**config.mk**
```make
export PLATFORM = sky130hd
export DESIGN_NAME = word_tokenizer
export DESIGN_NICKNAME = d
export VERILOG_FILES = /design/src/rtl/word_tok_pkg.sv /design/src/rtl/word_tokenizer_char_class.sv /design/src/rtl/word_tokenizer.sv
export SDC_FILE = /design/constraint.sdc
export NUM_CORES = 1
export LEC_CHECK = 0
export BUFFER_PORTS_ARGS = -buffer_cell sky130_fd_sc_hd__clkbuf_2
export CORE_MARGIN = 3
export CORE_UTILIZATION = 61
export DETAILED_ROUTE_END_ITERATION = 12
export PLACE_DENSITY = 0.88
export SLEW_MARGIN = 20
export SYNTH_ARGS = -nofsm -noshare
export SYNTH_HDL_FRONTEND = slang
export SYNTH_HIERARCHICAL = 1
export SYNTH_SLANG_ARGS = --single-unit
```
**constraint.sdc**
```tcl
create_clock -name clk -period 5.85 [get_ports clk]
set_input_delay 0.585 -clock clk [delete_from_list [all_inputs] [get_ports clk]]
set_output_delay 0.585 -clock clk [all_outputs]
set_load 0.01 [all_outputs]
```
**src/rtl/word_tok_pkg.sv**
```systemverilog
// Shared constants and helpers for the word tokenizer: token codes, FSM state
// encoding, ASCII constants and the case-fold / character-range helpers.
package word_tok_pkg;

  localparam logic [1:0] TOK_OTHER = 2'd0;
  localparam logic [1:0] TOK_BEGIN = 2'd1;
  localparam logic [1:0] TOK_END   = 2'd2;

  localparam logic [3:0] ST_IDLE  = 4'd0;
  localparam logic [3:0] ST_B     = 4'd1;
  localparam logic [3:0] ST_BE    = 4'd2;
  localparam logic [3:0] ST_BEG   = 4'd3;
  localparam logic [3:0] ST_BEGI  = 4'd4;
  localparam logic [3:0] ST_BEGIN = 4'd5;
  localparam logic [3:0] ST_E     = 4'd6;
  localparam logic [3:0] ST_EN    = 4'd7;
  localparam logic [3:0] ST_END   = 4'd8;
  localparam logic [3:0] ST_OTHER = 4'd9;

  localparam logic [7:0] CH_SPACE = 8'h20;
  localparam logic [7:0] CH_B     = 8'h62;
  localparam logic [7:0] CH_E     = 8'h65;
  localparam logic [7:0] CH_G     = 8'h67;
  localparam logic [7:0] CH_I     = 8'h69;
  localparam logic [7:0] CH_N     = 8'h6e;
  localparam logic [7:0] CH_D     = 8'h64;

  function automatic logic is_upper(input logic [7:0] c);
    return (c >= 8'h41) && (c <= 8'h5a);
  endfunction

  function automatic logic is_lower(input logic [7:0] c);
    return (c >= 8'h61) && (c <= 8'h7a);
  endfunction

  function automatic logic is_digit(input logic [7:0] c);
    return (c >= 8'h30) && (c <= 8'h39);
  endfunction

  function automatic logic [7:0] fold_case(input logic [7:0] c);
    return is_upper(c) ? (c | 8'h20) : c;
  endfunction

endpackage

```
**src/rtl/word_tokenizer_char_class.sv**
```systemverilog
// Combinational character classifier: folds case and flags separators.
// Optional feature macro: WORD_TOK_PUNCT_EN (non-alphanumerics also separate).
module char_class
  import word_tok_pkg::*;
(
  input  logic [7:0] i_char,
  output logic [7:0] o_fold,
  output logic       o_is_sep
);

  assign o_fold = fold_case(i_char);

`ifdef WORD_TOK_PUNCT_EN
  assign o_is_sep = !is_lower(o_fold) && !is_digit(i_char);
`else
  assign o_is_sep = (i_char == CH_SPACE);
`endif

endmodule

```
**src/rtl/word_tokenizer.sv**
```systemverilog
// Splits an ASCII stream into words and emits one registered BEGIN/END/OTHER
// token per word. Optional feature macro: WORD_TOK_PUNCT_EN (see char_class).
module word_tokenizer
  import word_tok_pkg::*;
#(
  parameter int LEN_W = 6
) (
  input  logic             clk,
  input  logic             reset,
  input  logic [7:0]       in,
  input  logic             in_valid,
  input  logic             flush,
  output logic             tok_valid,
  output logic [1:0]       tok_code,
  output logic [LEN_W-1:0] word_len
);

  localparam logic [LEN_W-1:0] LEN_MAX = {LEN_W{1'b1}};
  localparam logic [LEN_W-1:0] LEN_ONE = {{(LEN_W-1){1'b0}}, 1'b1};

  logic [3:0]       r_state;
  logic [LEN_W-1:0] r_len;
  logic             r_tok_valid;
  logic [1:0]       r_tok_code;
  logic [LEN_W-1:0] r_word_len;

  logic [7:0]       w_fold;
  logic             w_is_sep;
  logic [3:0]       w_char_state;
  logic [LEN_W-1:0] w_char_len;
  logic [3:0]       w_next_state;
  logic [LEN_W-1:0] w_next_len;
  logic             w_emit;
  logic [1:0]       w_emit_code;
  logic [LEN_W-1:0] w_emit_len;

  char_class u_char_class (
    .i_char   (in),
    .o_fold   (w_fold),
    .o_is_sep (w_is_sep)
  );

  // Successor state when a word character arrives.
  function automatic logic [3:0] word_step(input logic [3:0] s, input logic [7:0] c);
    case (s)
      ST_IDLE: word_step = (c == CH_B) ? ST_B : ((c == CH_E) ? ST_E : ST_OTHER);
      ST_B:    word_step = (c == CH_E) ? ST_BE   : ST_OTHER;
      ST_BE:   word_step = (c == CH_G) ? ST_BEG  : ST_OTHER;
      ST_BEG:  word_step = (c == CH_I) ? ST_BEGI : ST_OTHER;
      ST_BEGI: word_step = (c == CH_N) ? ST_BEGIN : ST_OTHER;
      ST_E:    word_step = (c == CH_N) ? ST_EN  : ST_OTHER;
      ST_EN:   word_step = (c == CH_D) ? ST_END : ST_OTHER;
      default: word_step = ST_OTHER;
    endcase
  endfunction

  function automatic logic [1:0] code_of(input logic [3:0] s);
    case (s)
      ST_BEGIN: code_of = TOK_BEGIN;
      ST_END:   code_of = TOK_END;
      default:  code_of = TOK_OTHER;
    endcase
  endfunction

  // Character step first, then flush terminates whatever word that leaves pending.
  always_comb begin
    w_char_state = r_state;
    w_char_len   = r_len;
    w_next_state = r_state;
    w_next_len   = r_len;
    w_emit       = 1'b0;
    w_emit_code  = TOK_OTHER;
    w_emit_len   = r_len;
    if (in_valid) begin
      if (w_is_sep) begin
        w_char_state = ST_IDLE;
        w_char_len   = {LEN_W{1'b0}};
        w_emit       = (r_state != ST_IDLE);
        w_emit_code  = code_of(r_state);
        w_emit_len   = r_len;
      end else begin
        w_char_state = word_step(r_state, w_fold);
        w_char_len   = (r_len == LEN_MAX) ? r_len : (r_len + LEN_ONE);
      end
    end else begin
      w_char_state = r_state;
    end
    w_next_state = w_char_state;
    w_next_len   = w_char_len;
    if (flush && (w_char_state != ST_IDLE)) begin
      w_emit       = 1'b1;
      w_emit_code  = code_of(w_char_state);
      w_emit_len   = w_char_len;
      w_next_state = ST_IDLE;
      w_next_len   = {LEN_W{1'b0}};
    end else begin
      w_next_state = w_char_state;
    end
  end

  always_ff @(posedge clk) begin
    if (!reset) begin
      r_state     <= ST_IDLE;
      r_len       <= {LEN_W{1'b0}};
      r_tok_valid <= 1'b0;
      r_tok_code  <= TOK_OTHER;
      r_word_len  <= {LEN_W{1'b0}};
    end else begin
      r_state     <= w_next_state;
      r_len       <= w_next_len;
      r_tok_valid <= w_emit;
      if (w_emit) begin
        r_tok_code <= w_emit_code;
        r_word_len <= w_emit_len;
      end
    end
  end

  assign tok_valid = r_tok_valid;
  assign tok_code  = r_tok_code;
  assign word_len  = r_word_len;

endmodule

```
* Yosys cells after proc, flatten, opt, wreduce, memory -nomap -nowiden *
Index checks and enable logic that the tools add are counted.

word-level totals
  output and inout bits = 9
  word-level logic and storage cells = 57
  bits of input ports = 12
  bits in registers = 19

cells by class
  eq/ne operators = 18
  order comparisons = 2
  add/subtract/negate cells = 1
  muxes and demuxes = 24
  reductions and logical operators = 6
  bitwise gates (word level) = 1

operators by type and width
  cell                 count
  $eq 8x7->1 const B   6
  $mux 4               9
  $mux 6               5
  $pmux 4 s7           1
  $eq 4x3->1 const B   5
  $eq 4x2->1 const B   2
  $eq 4x4->1 const B   2
  $eq 8x6->1 const B   1
  $ge 8x7->1 const B   1
  $le 8x7->1 const B   1
  $pmux 2 s2           2
  $reduce_bool 4->1    2
  $add 6x1->6 const B  1
  $eq 6x6->1 const B   1
  $mux 2               3
  $eq 4x1->1 const B   1
  $logic_not 4->1      1
  $mux 1               4
  $logic_and 1x1->1    2
  $reduce_or 2->1      1
  $not 1->1            1

* Depth between registers and ports, before layout *
Gate-level depths: netlist (run 1).

  word-level depth = 12
  gate-level depth with buffers = 11
  depth with buffers taken out = 9

* By module *
Netlist (run 1), hierarchy kept.

by module, submodules not included
  module          instances  sequential area each (µm²)  area each (µm²)  cells an instance
  word_tokenizer  1          380.4                       1317.5           153
  char_class      1          0.0                         112.6            15

* Worst setup path after synthesis (run 1) *
OpenSTA, ideal clock, no wires.

  path type = input to register
  from = input port in[4]
  to = register r_tok_valid (netlist: tok_valid)
  stages = 10
  arrival time = 2.530 ns
  path slack = 3.205 ns
  buffers on the path = 2
  library setup time = 0.115 ns
  data required time = 5.735 ns
  path through = nor3_2 -> nand2_1 -> nor4b_2 -> clkbuf_1 -> nor4b_2 -> a211oi_1 -> nor4b_4 -> a21oi_4 -> buf_6 -> o21a_1

on the way
  elaborated cells on any way between the ends = 27
  classes of those cells = order compare: 2; eq/ne: 7; mux: 15; reduce/logical: 3

RTL lines
  item                  RTL line                         RTL
  from (decl)           word_tokenizer.sv:10             input logic [7:0] in,
  $eq 8x6->1 *          word_tokenizer_char_class.sv:16  assign o_is_sep = (i_char == CH_SPACE);
  via w_is_sep          word_tokenizer.sv:28             logic w_is_sep;
  $mux 4                word_tokenizer.sv:75             if (w_is_sep) begin
  $mux 4                word_tokenizer.sv:74             if (in_valid) begin
  $reduce_bool 4->1     word_tokenizer.sv:90             if (flush && (w_char_state != ST_IDLE)) begin
  $logic_and 1x1->1     word_tokenizer.sv:90
  $mux 1 *              word_tokenizer.sv:90
  to (signal assigned)  word_tokenizer.sv:111            r_tok_valid <= w_emit;
  to (decl)             word_tokenizer.sv:23             logic r_tok_valid;

The timed path passes the listed nets; every way through them passes the cells marked *.
A chain may end at the register's enable or synchronous reset.

* Final worst setup path (run 1) *
  from = input port in[3]
  to = register r_word_len[5] (netlist: word_len[5])

on the way
  elaborated cells on any way between the ends = 30
  classes of those cells = order compare: 2; eq/ne: 7; mux: 18; reduce/logical: 3

RTL lines
  item                                     RTL line                         RTL
  $eq 8x6->1 *                             word_tokenizer_char_class.sv:16
  via w_is_sep                             word_tokenizer.sv:28
  $mux 4                                   word_tokenizer.sv:75
  $mux 4                                   word_tokenizer.sv:74
  $reduce_bool 4->1                        word_tokenizer.sv:90
  $logic_and 1x1->1                        word_tokenizer.sv:90
  $mux 6 / $mux 1 (equally long branches)  word_tokenizer.sv:90
  to (signal assigned)                     word_tokenizer.sv:107            r_word_len <= {LEN_W{1'b0}};
  to (signal assigned)                     word_tokenizer.sv:114            r_word_len <= w_emit_len;
  to (decl)                                word_tokenizer.sv:25             logic [LEN_W-1:0] r_word_len;

Marks and branches as above.

==> metrics.txt, run 1 <==
status=finished, final reports clean; # setup viols final=0; met1 Use GR=0.300; global-route wire length before repair=between 5000 and 6000 um; Period Utilization, post-route=0.557; Most Used Layer, Global Route=met2; RSZ-0062 raised after global routing=no; initial core utilization=0.687; die area=a little under 0.003 mm2; Final Wtd Congestion=~0.84; max-cap check violation count=0; Post-synth EDFFs=0; CTS Sinks=19; fin area=~0.0015 mm2; routing usage on met3=0.0327; peak supply drop=approximately 180 uV; post-synthesis sequential area ratio=0.266; H-tree Lvls=1; synth cell count leaders=dfxtp_1, nand2_1, nor2_1; #FFs+latches synth=19; met2 Usage GRT=0.408; GRT overflow=0; Max clock buf depth=2; Final Hold Viols=0; area of the multi-input gates=about 930 um2; FF/Latch Area=between 300 and 400 um2; most common cell in the netlist=dfxtp_1; layout cells sized above 1=0.229; largest net degree at the start of global routing=16; maximum net fanout on the critical path=14; Worst Skew=about 0.0045 ns; Vias/cell=around 6.4; drt wl/cell=around 15 um; die height=54.4 um; DRC viols=0; core area=between 0.002 and 0.0025 mm2; Worst Reg-to-Reg Cells=6; Worst-path clk slew=around 0.10 ns; number of global-route vias before repair=roughly 1,200; GRT Overall Usage=0.238; endpoint type of the worst setup path=flop; total CTS buffers=3; post-DP HPWL=2330 um; Cells after Synth=168; DRT Pass-1 Iters=4; kind of critical path=input port to flop; syn_area_per_cell=approximately 8.5 um2; synth warn=6; area share of the largest cell type after synthesis=0.266; root buffer cell=clkbuf_4; Placement Cell Area=~0.0015 mm2; Post-CTS Setup Repair Bufs=0; Slew HR=0.308; I/O pins=21; CP arrival=between 3 and 4 ns; Cell variety after synth=54; antenna cells=0; fin nets=roughly 190; crit start category=input port; P&R area growth vs syn=4.29%; worst hold stages=2; syn_nets=between 150 and 200; synth top area cells=dfxtp_1, buf_4, mux2i_1; predominant post-synthesis flop cell=dfxtp_1; clk_lat worst skew=just over 0.3 ns; fillers=between 150 and 200; leading area contributor after synthesis=dfxtp_1; Post-CTS Resized=0; CTS tree=yes; Slew Limit Fails=0; synthesized cell area=0.00143 mm2; initial antenna violation count=0; Sum Neg Setup Slack=0 ns; hold_buf cts=0; Final ANT Viol Nets=0; Port Buffer Count=20; pwr dens=around 170 mW/mm2; worst slew pin tran=between 1 and 1.5 ns; critical path data required time=around 6.1 ns; asr flop ratio synth=0; via count=about 1,300; Die X=between 50 and 60 um; FP Rows=16; Final min period=about 3.3 ns; Hold Crit Class=flop to flop; initial drt markers=32; fmax=a little over 300 MHz; total routed wirelength=roughly 3100 um; leakage=about 0.55 nW
[cell usage in the layout, fill, tap and decap left out, types with 2 or more instances in the layout]
cell type and n:
clkbuf_2 20, dfxtp_1 19, nand2_1 13, nor2_1 12, nand2b_1 8, a21oi_1 8, a211oi_1 6, nor2b_1 6
inv_1 5, mux2i_1 5, nor3_2 4, o211ai_1 4, nand4bb_1 3, nor4_1 3, a21o_1 3, a31oi_1 3
nor3b_2 3, nand3_1 3, o21ai_0 3, clkbuf_4 3, nand3b_1 2, nor4b_2 2, o22ai_1 2, o31ai_1 2
a41oi_1 2, o2bb2ai_1 2, and3_1 2, a31o_1 2
[cell families (layout without fill, tap and decap cells)]
group           after synthesis  in the layout  synth area share
mux                           7              7            0.0507
simple gates                 71             71             0.333
compound gates               48             48             0.259
buf+inv                      22             29            0.0822
flops                        19             19             0.266
fa+ha+maj                     1              1           0.00875
[per-stage QoR]
stage / utilization / worst slack, ns / hold slack (ns) / power, mW / instances
floorplan: - / 3.21 / 0.602 / 0.180 / 168
global placement: 0.704 / 2.41 / 0.567 / 0.186 / 198
detailed placement: 0.704 / 2.29 / 0.570 / 0.188 / 198
CTS: 0.716 / 2.61 / 0.604 / 0.255 / 202
global route: 0.716 / 2.39 / 0.639 / 0.265 / 202
finish: 0.716 / 2.59 / 0.595 / 0.254 / 202
[flip-flops by register name, summed over array words and instances (netlist names)]
register / count
r_state: 4
tok_valid: 1
r_len: 6
word_len: 6
tok_code: 2
[worst max-delay path, stage by stage]
cell and delay (ns):
clkbuf_2 0.16, nor3_2 0.17, nand2_1 0.09, nor4b_2 0.76, nand4bb_1 0.23, nor4_1 0.07, a211oi_1 0.42, nor4b_4 0.39
a21oi_4 0.22, mux2_1 0.36
[power breakdown]
group / internal [mW] / leakage [nW] / switching (mW) / total (mW)
logic: 0.0202 / 0.381 / 0.0291 / 0.0493
registers: 0.133 / 0.154 / 0.00409 / 0.137
clock network: 0.0267 / 0.0150 / 0.0410 / 0.0677
total: 0.180 / 0.550 / 0.0741 / 0.254
[per-layer routing]
| metal | vias to the layer above | wire (um) | share of wire |
|---|---|---|---|
| met5 | - | 0 | 0 |
| met4 | 0 | 50 | 0.016 |
| met3 | 5 | 126 | 0.041 |
| met2 | 30 | 1430 | 0.46 |
| met1 | 607 | 1490 | 0.48 |
| li1 | 642 | - | - |
[path summary, 6_finish.rpt]
kind                            startpoint                        to  slack, ns
setup / recovery                     in[3]  word_len[5]$_SDFFE_PN0P_       2.59
hold / removal    word_len[0]$_SDFFE_PN0P_  word_len[0]$_SDFFE_PN0P_       0.59
setup reg to reg     r_state[1]$_SDFF_PP0_  word_len[5]$_SDFFE_PN0P_       3.24
hold reg to reg   word_len[0]$_SDFFE_PN0P_  word_len[0]$_SDFFE_PN0P_       0.59
[area by class of cell]
cell class	instances	area share
Inverter	5	0.0126
Timing Repair Buffer	20	0.0671
Multi-Input combinational cell	127	0.625
Tap cell	27	0.0227
Clock buffer	4	0.0176
Sequential cell	19	0.255
No activity file was read; power rests on OpenSTA's default activity.
==> inputs of run 2 (changes only) <==
--- a/config.mk
+++ b/config.mk
@@ -7,9 +7,9 @@
 export LEC_CHECK = 0
 export BUFFER_PORTS_ARGS = -buffer_cell sky130_fd_sc_hd__clkbuf_2
 export CORE_MARGIN = 3
-export CORE_UTILIZATION = 61
+export CORE_UTILIZATION = 56
 export DETAILED_ROUTE_END_ITERATION = 12
-export PLACE_DENSITY = 0.88
+export PLACE_DENSITY = 0.82
 export SLEW_MARGIN = 20
 export SYNTH_ARGS = -nofsm -noshare
 export SYNTH_HDL_FRONTEND = slang
==> constraint.sdc (replaced) <==
create_clock -name clk -period 3.1 [get_ports clk]
set_input_delay 0.31 -clock clk [delete_from_list [all_inputs] [get_ports clk]]
set_output_delay 0.31 -clock clk [all_outputs]
set_load 0.01 [all_outputs]
==> run 2 against run 1 <==
Effect of this change:
- sequential share of layout area decreased by 0.42 points
- count of clock-buffer cells in the layout down 1
- core utilization decreased by 6.2 points
- critical path type unchanged
- critical endpoint unchanged
- highest routed layer unchanged
==> metrics.txt, run 2 (same netlist as run 1, synthesis figures left out) <==
status=finished, final reports clean; global-route wire length before repair=5300 um (+3.5%); CP arrival=2.81 ns (-0.64 ns); fin cells=206 (+2.0%); # setup viols final=0 (unchanged); initial core utilization=0.617 (-0.0701); via count=1,327 (+3.3%); core area=0.00232 mm2 (+11%); leakage=0.569 nW (+3.5%); total routed wirelength=3140 um (+1.3%); number of global-route vias before repair=1,289 (+12%); placed cell count=202 (+2.0%); root buffer cell=clkbuf_4; commonest non-fill, non-tap cells in the layout=clkbuf_2, dfxtp_1, nand2_1; maximum net fanout on the critical path=14 (unchanged); DRC viols=0 (unchanged); kind of critical path=input port to flop; RSZ-0062 raised after global routing=no; drt wl/cell=15.3 um (-0.71%); I/O pins=21 (unchanged); Slew Limit Fails=0 (unchanged); die area=0.00320 mm2 (+7.9%); hold_buf cts=0 (unchanged); FF/Latch Area=380 um2 (unchanged); FP Rows=17 (+1); die height=56.5 um (+3.9%); pwr dens=316 mW/mm2 (+86%); commonest non-fill, non-tap cell in the layout=clkbuf_2; Sum Neg Setup Slack=0 ns (unchanged); Period Utilization, post-route=0.845; total CTS buffers=3 (unchanged); Max clock buf depth=2 (unchanged); Switch Pwr=0.142 mW (+92%); endpoint type of the worst setup path=flop; combinational fraction of design power=0.195 (about the same); largest net degree at the start of global routing=16 (unchanged); max-cap check violation count=0 (unchanged); CTS Sinks=19 (unchanged); Sequential Power Share=0.540 (about the same); initial antenna violation count=0 (unchanged); P&R area growth vs syn=6.04%; critical path data required time=3.29 ns (-2.76 ns); Final min period=between 2 and 3 ns; worst slew pin tran=0.544 ns (-0.494 ns); post-DP HPWL=2350 um (+0.66%); Slew HR=0.636 (+0.329); Worst Reg-to-Reg Cells=6 (unchanged); Final Wtd Congestion=0.858 (+1.8%); fmax=between 300 and 400 MHz; Worst Skew=0.00508 ns (+0.000591 ns); initial drt markers=41 (+28%); GRT overflow=0 (unchanged); Clock power frac=0.265 (-0.002); worst hold stages=2 (unchanged); crit start category=input port; Final Hold Viols=0 (unchanged); Post-CTS Setup Repair Bufs=0 (unchanged); Die X=56.5 um (+3.9%); antenna cells=0 (unchanged); fillers=197 (+13%); layout cells sized above 1=0.247 (+0.0186); fin nets=192 (+1.6%); CTS tree=yes; Hold Crit Class=input port to flop; Switching Share=0.297 (+0.00465); Vias/cell=6.44 (+1.3%); clk_lat worst skew=0.29 ns (-0.02 ns); area of the multi-input gates=932 um2 (unchanged); Final ANT Viol Nets=0 (unchanged); Port Buffer Count=20 (unchanged); peak supply drop=254 uV (+38%); Worst-path clk slew=0.11 ns (about the same); Internal=0.337 mW (+88%); Post-CTS Resized=0 (unchanged); GRT Overall Usage=0.200 (-0.0381); H-tree Lvls=1 (unchanged); DRT Pass-1 Iters=4 (unchanged)
run 2: stage by stage:
step	total power, mW	area (um2)	setup WS [ns]	hold WS, ns	util
6_report	0.479	1520	0.482	0.408	0.654
3_3_place_gp	0.353	1490	0.304	0.555	0.642
4_1_cts	0.481	1520	0.504	0.401	0.654
2_1_floorplan	0.339	1430	0.730	0.473	-
5_1_grt	0.503	1520	0.306	0.426	0.654
3_5_place_dp	0.356	1490	0.200	0.582	0.642
run 2: cell type report:
class / count / area share
clock inverter: 1 / 0.00330
inverter: 5 / 0.0124
clock buffer: 3 / 0.0149
sequential: 19 / 0.251
timing repair buffer: 23 / 0.0809
tap: 28 / 0.0231
multi-input combinational: 127 / 0.615
run 2: path summary, 6_finish.rpt:
| kind | from | endpoint | slack, ns |
|---|---|---|---|
| max | in[0] | word_len[5]$_SDFFE_PN0P_ | 0.48 |
| min | reset | tok_valid$_SDFF_PN0_ | 0.41 |
| max reg2reg | r_state[1]$_SDFF_PP0_ | word_len[5]$_SDFFE_PN0P_ | 0.53 |
| min reg2reg | word_len[3]$_SDFFE_PN0P_ | word_len[3]$_SDFFE_PN0P_ | 0.60 |
run 2: per-layer routing:
metal / wire (um) / vias to the layer above / part of all wire / GRT usage
li1: - / 646 / - / -
met1: 1370 / 640 / 0.43 / 0.236
met2: 1640 / 35 / 0.52 / 0.358
met3: 114 / 6 / 0.036 / 0.0391
met4: 25 / 0 / 0.0080 / 0.0610
met5: 0 / - / 0 / 0
run 2: critical path: stages:
cell and delay, ns:
clkbuf_2 0.16, a21o_1 0.18, nand3_1 0.09, a31o_1 0.16, nand4bb_1 0.28, nor4_1 0.45
a211oi_1 0.14, nor4b_4 0.18, a21oi_4 0.49, mux2_1 0.36
run 2: power groups by stage:
stage / clock network, mW / logic, mW / registers, mW
after global routing: 0.141 / 0.102 / 0.260
after global placement: 0 / 0.0895 / 0.263
final: 0.127 / 0.0935 / 0.259
after CTS: 0.129 / 0.0929 / 0.258
after floorplan: 0 / 0.0765 / 0.262
after detailed placement: 0 / 0.0925 / 0.264
==> inputs of run 3 (changes only) <==
--- a/config.mk
+++ b/config.mk
@@ -5,11 +5,12 @@
 export SDC_FILE = /design/constraint.sdc
 export NUM_CORES = 1
 export LEC_CHECK = 0
+export ABC_AREA = 1
 export BUFFER_PORTS_ARGS = -buffer_cell sky130_fd_sc_hd__clkbuf_2
 export CORE_MARGIN = 3
-export CORE_UTILIZATION = 56
+export CORE_UTILIZATION = 51
 export DETAILED_ROUTE_END_ITERATION = 12
-export PLACE_DENSITY = 0.82
+export PLACE_DENSITY = 0.79
 export SLEW_MARGIN = 20
 export SYNTH_ARGS = -nofsm -noshare
 export SYNTH_HDL_FRONTEND = slang
==> constraint.sdc (replaced) <==
create_clock -name clk -period 2.1 [get_ports clk]
set_input_delay 0.21 -clock clk [delete_from_list [all_inputs] [get_ports clk]]
set_output_delay 0.21 -clock clk [all_outputs]
set_load 0.01 [all_outputs]
==> run 3 against run 2 <==
Effect of this change:
- design area rose by 9.3%
- critical endpoint is now r_state[2]$_SDFF_PP0_
- clock skew rose by 0.0018 ns
- sequential share of layout area fell by 2.1 points
- combinational power rose to 2.7 times the previous value
- register-to-register slack got worse by 0.27 ns
- non-clock buffer count rose by 5
==> metrics.txt, run 3 <==
fin nets=288 (+50%); CP arrival=2.04 ns (-0.77 ns); crit path cell chain=inv_1, nand2_4, nor2_2, inv_1, nor2_1, nor2_1, nand2_1, nand2_2, nand2_2, nor2_4, nand2_4, nand2_8, nand2_2, nor2_1; maximum net fanout on the critical path=19 (+5); Sum Neg Setup Slack=0 ns (unchanged); area share of the largest cell type after synthesis=0.252 (-0.0137); Core Util, Final=0.596 (-0.0580); crit path from=r_state[3]$_SDFF_PP0_; combinational fraction of design power=0.301 (+0.106); fillers=282 (+43%); Switch Pwr=0.292 mW (+110%); Worst Skew=0.00688 ns (+0.00179 ns); I/O pins=21 (unchanged); Period Utilization, post-route=0.878; clk_lat worst skew=0.31 ns (+0.02 ns); commonest non-fill, non-tap cell in the layout=nand2_1; Worst Reg-to-Reg Cells=14 (+8); Internal=0.560 mW (+66%); core area=0.00278 mm2 (+20%); r2r setup slk=0.26 ns (-0.27 ns); Max clock buf depth=2 (unchanged); global-route wire length before repair=5550 um (+4.7%); initial core utilization=0.542 (-0.0748); DRT Pass-1 Iters=4 (unchanged); total routed wirelength=3150 um (+0.38%); number of global-route vias before repair=1,352 (+4.9%); Vias/cell=5.10 (-21%); predominant post-synthesis flop cell=dfxtp_1; Final ANT Viol Nets=0 (unchanged); die area=0.00364 mm2 (+14%); Hold Crit Class=input port to flop; Slew Limit Fails=0 (unchanged); total CTS buffers=3 (unchanged); Final min period=1.84 ns; die height=60.4 um (+6.8%); CP max stage delay=0.36 ns (-0.13 ns); Final Wtd Congestion=0.941 (+9.7%); #FFs+latches synth=19 (unchanged); Slew HR=0.815 (+0.178); asr flop ratio synth=0 (unchanged); CTS Sinks=19 (unchanged); hold_buf cts=0 (unchanged); endpoint type of the worst setup path=flop; synth top area cells=dfxtp_1, nand2_1, nand3_1; largest net degree at the start of global routing=20 (+4); synthesized cell area=0.00151 mm2 (+5.4%); P&R area growth vs syn=9.96%; antenna cells=0 (unchanged); crit path to=r_state[2]$_SDFF_PP0_; Tot Pwr=0.853 mW (+78%); Port Buffer Count=20 (unchanged); leading area contributor after synthesis=dfxtp_1; H-tree Lvls=1 (unchanged); FF/Latch Area=380 um2 (unchanged); synth cell count leaders=nand2_1, nor2_1, nand3_1; Post-synth EDFFs=0 (unchanged); area of the multi-input gates=923 um2 (-0.94%); Cell variety after synth=29 (-46%); GRT overflow=0 (unchanged); leakage=0.822 nW (+44%); RR Startpoint=r_state[3]$_SDFF_PP0_; Die X=60.4 um (+6.8%); Worst-path clk slew=0.12 ns (about the same); drt wl/cell=10.3 um (-32%); fmax=around 540 MHz; syn_area_per_cell=5.98 um2 (-30%); RSZ-0062 raised after global routing=no; post-DP HPWL=2650 um (+13%); Post-CTS Resized=0 (unchanged); FP Rows=19 (+2); max-cap check violation count=0 (unchanged); synth warn=6 (unchanged); Cells after Synth=252 (+50%); CP max stage cell=dfxtp_1; GRT Overall Usage=0.196 (-0.00410); status=finished, final reports clean; layout cells sized above 1=0.201 (-0.0465); via count=1,555 (+17%); critical path data required time=2.30 ns (-0.99 ns); syn_nets=265 (+46%); initial drt markers=62 (+51%); DRC viols=0 (unchanged); Switching Share=0.343 (+0.0460); peak supply drop=620 uV (+140%); initial antenna violation count=0 (unchanged); Final Hold Viols=0 (unchanged); post-synthesis sequential area ratio=0.252 (-0.0137); Clock power frac=0.227 (-0.038); worst slew pin tran=0.275 ns (-0.269 ns); kind of critical path=flop to flop; # setup viols final=0 (unchanged); crit start category=flop; Post-CTS Setup Repair Bufs=0 (unchanged); Sequential Power Share=0.471 (-0.069); pwr dens=514 mW/mm2 (+63%); most common cell in the netlist=nand2_1; Worst R2R End=r_state[2]$_SDFF_PP0_; CTS tree=yes; root buffer cell=clkbuf_4; commonest non-fill, non-tap cells in the layout=nand2_1, nor2_1, nand3_1
[run 3: power by group through the flow]
stage	Clock [mW]	Combinational (mW)	Sequential (mW)
after floorplan	0	0.189	0.416
after global placement	0	0.255	0.410
after detailed placement	0	0.258	0.410
after CTS	0.200	0.258	0.402
after global routing	0.218	0.297	0.405
final	0.194	0.257	0.402
[run 3: critical path, delay by kind of cell, from the launching register on]
family	cells	cell delay (ns)
AND/OR/NAND/NOR	12	1.13
flip-flops	1	0.36
buffers and inverters	2	0.22
[run 3: cells by family (layout without fill, tap and decap cells)]
family | count (synthesis) | after routing | share of synthesized area
compound gates | 26 | 26 | 0.0996
buf+inv | 40 | 62 | 0.135
simple gates | 166 | 166 | 0.505
fa+ha+maj | 1 | 1 | 0.00830
flops | 19 | 19 | 0.252
[run 3: per-stage QoR]
stage	instances	instance area, um2	worst slack, ns	hold WS [ns]
final	305	1660	0.257	0.161
after global routing	305	1660	0.0337	0.160
after CTS	305	1660	0.270	0.155
after detailed placement	301	1630	0.0254	0.480
after global placement	301	1630	0.0789	0.477
after floorplan	252	1510	0.290	0.331
[run 3: area by class of cell]
cell class | count | share of cell area
clock inverters | 1 | 0.00453
flip-flops and latches | 19 | 0.229
clock buffers | 3 | 0.0136
repair buffers | 28 | 0.104
well taps | 31 | 0.0234
multi-input cells | 193 | 0.557
inverters | 30 | 0.0679
[run 3: worst min path at each step]
stage / startpoint / to / cells past startpoint
6_report: reset / tok_code[1]$_SDFFE_PN0P_ / 3
4_1_cts: reset / tok_code[1]$_SDFFE_PN0P_ / 3
5_1_grt: reset / tok_code[1]$_SDFFE_PN0P_ / 3
3_5_place_dp: word_len[2]$_SDFFE_PN0P_ / word_len[2]$_SDFFE_PN0P_ / 2
3_3_place_gp: word_len[4]$_SDFFE_PN0P_ / word_len[4]$_SDFFE_PN0P_ / 2
2_1_floorplan: reset / tok_code[1]$_SDFFE_PN0P_ / 2
[run 3: metal layers]
metal  share of wire  vias up  routed length [um]  track usage
li1                -      838                   -            -
met1            0.48      679                1510        0.268
met2            0.46       32                1440        0.315
met3           0.052        6                 165       0.0468
met4           0.011        0                  34       0.0380
met5               0        -                   0            0
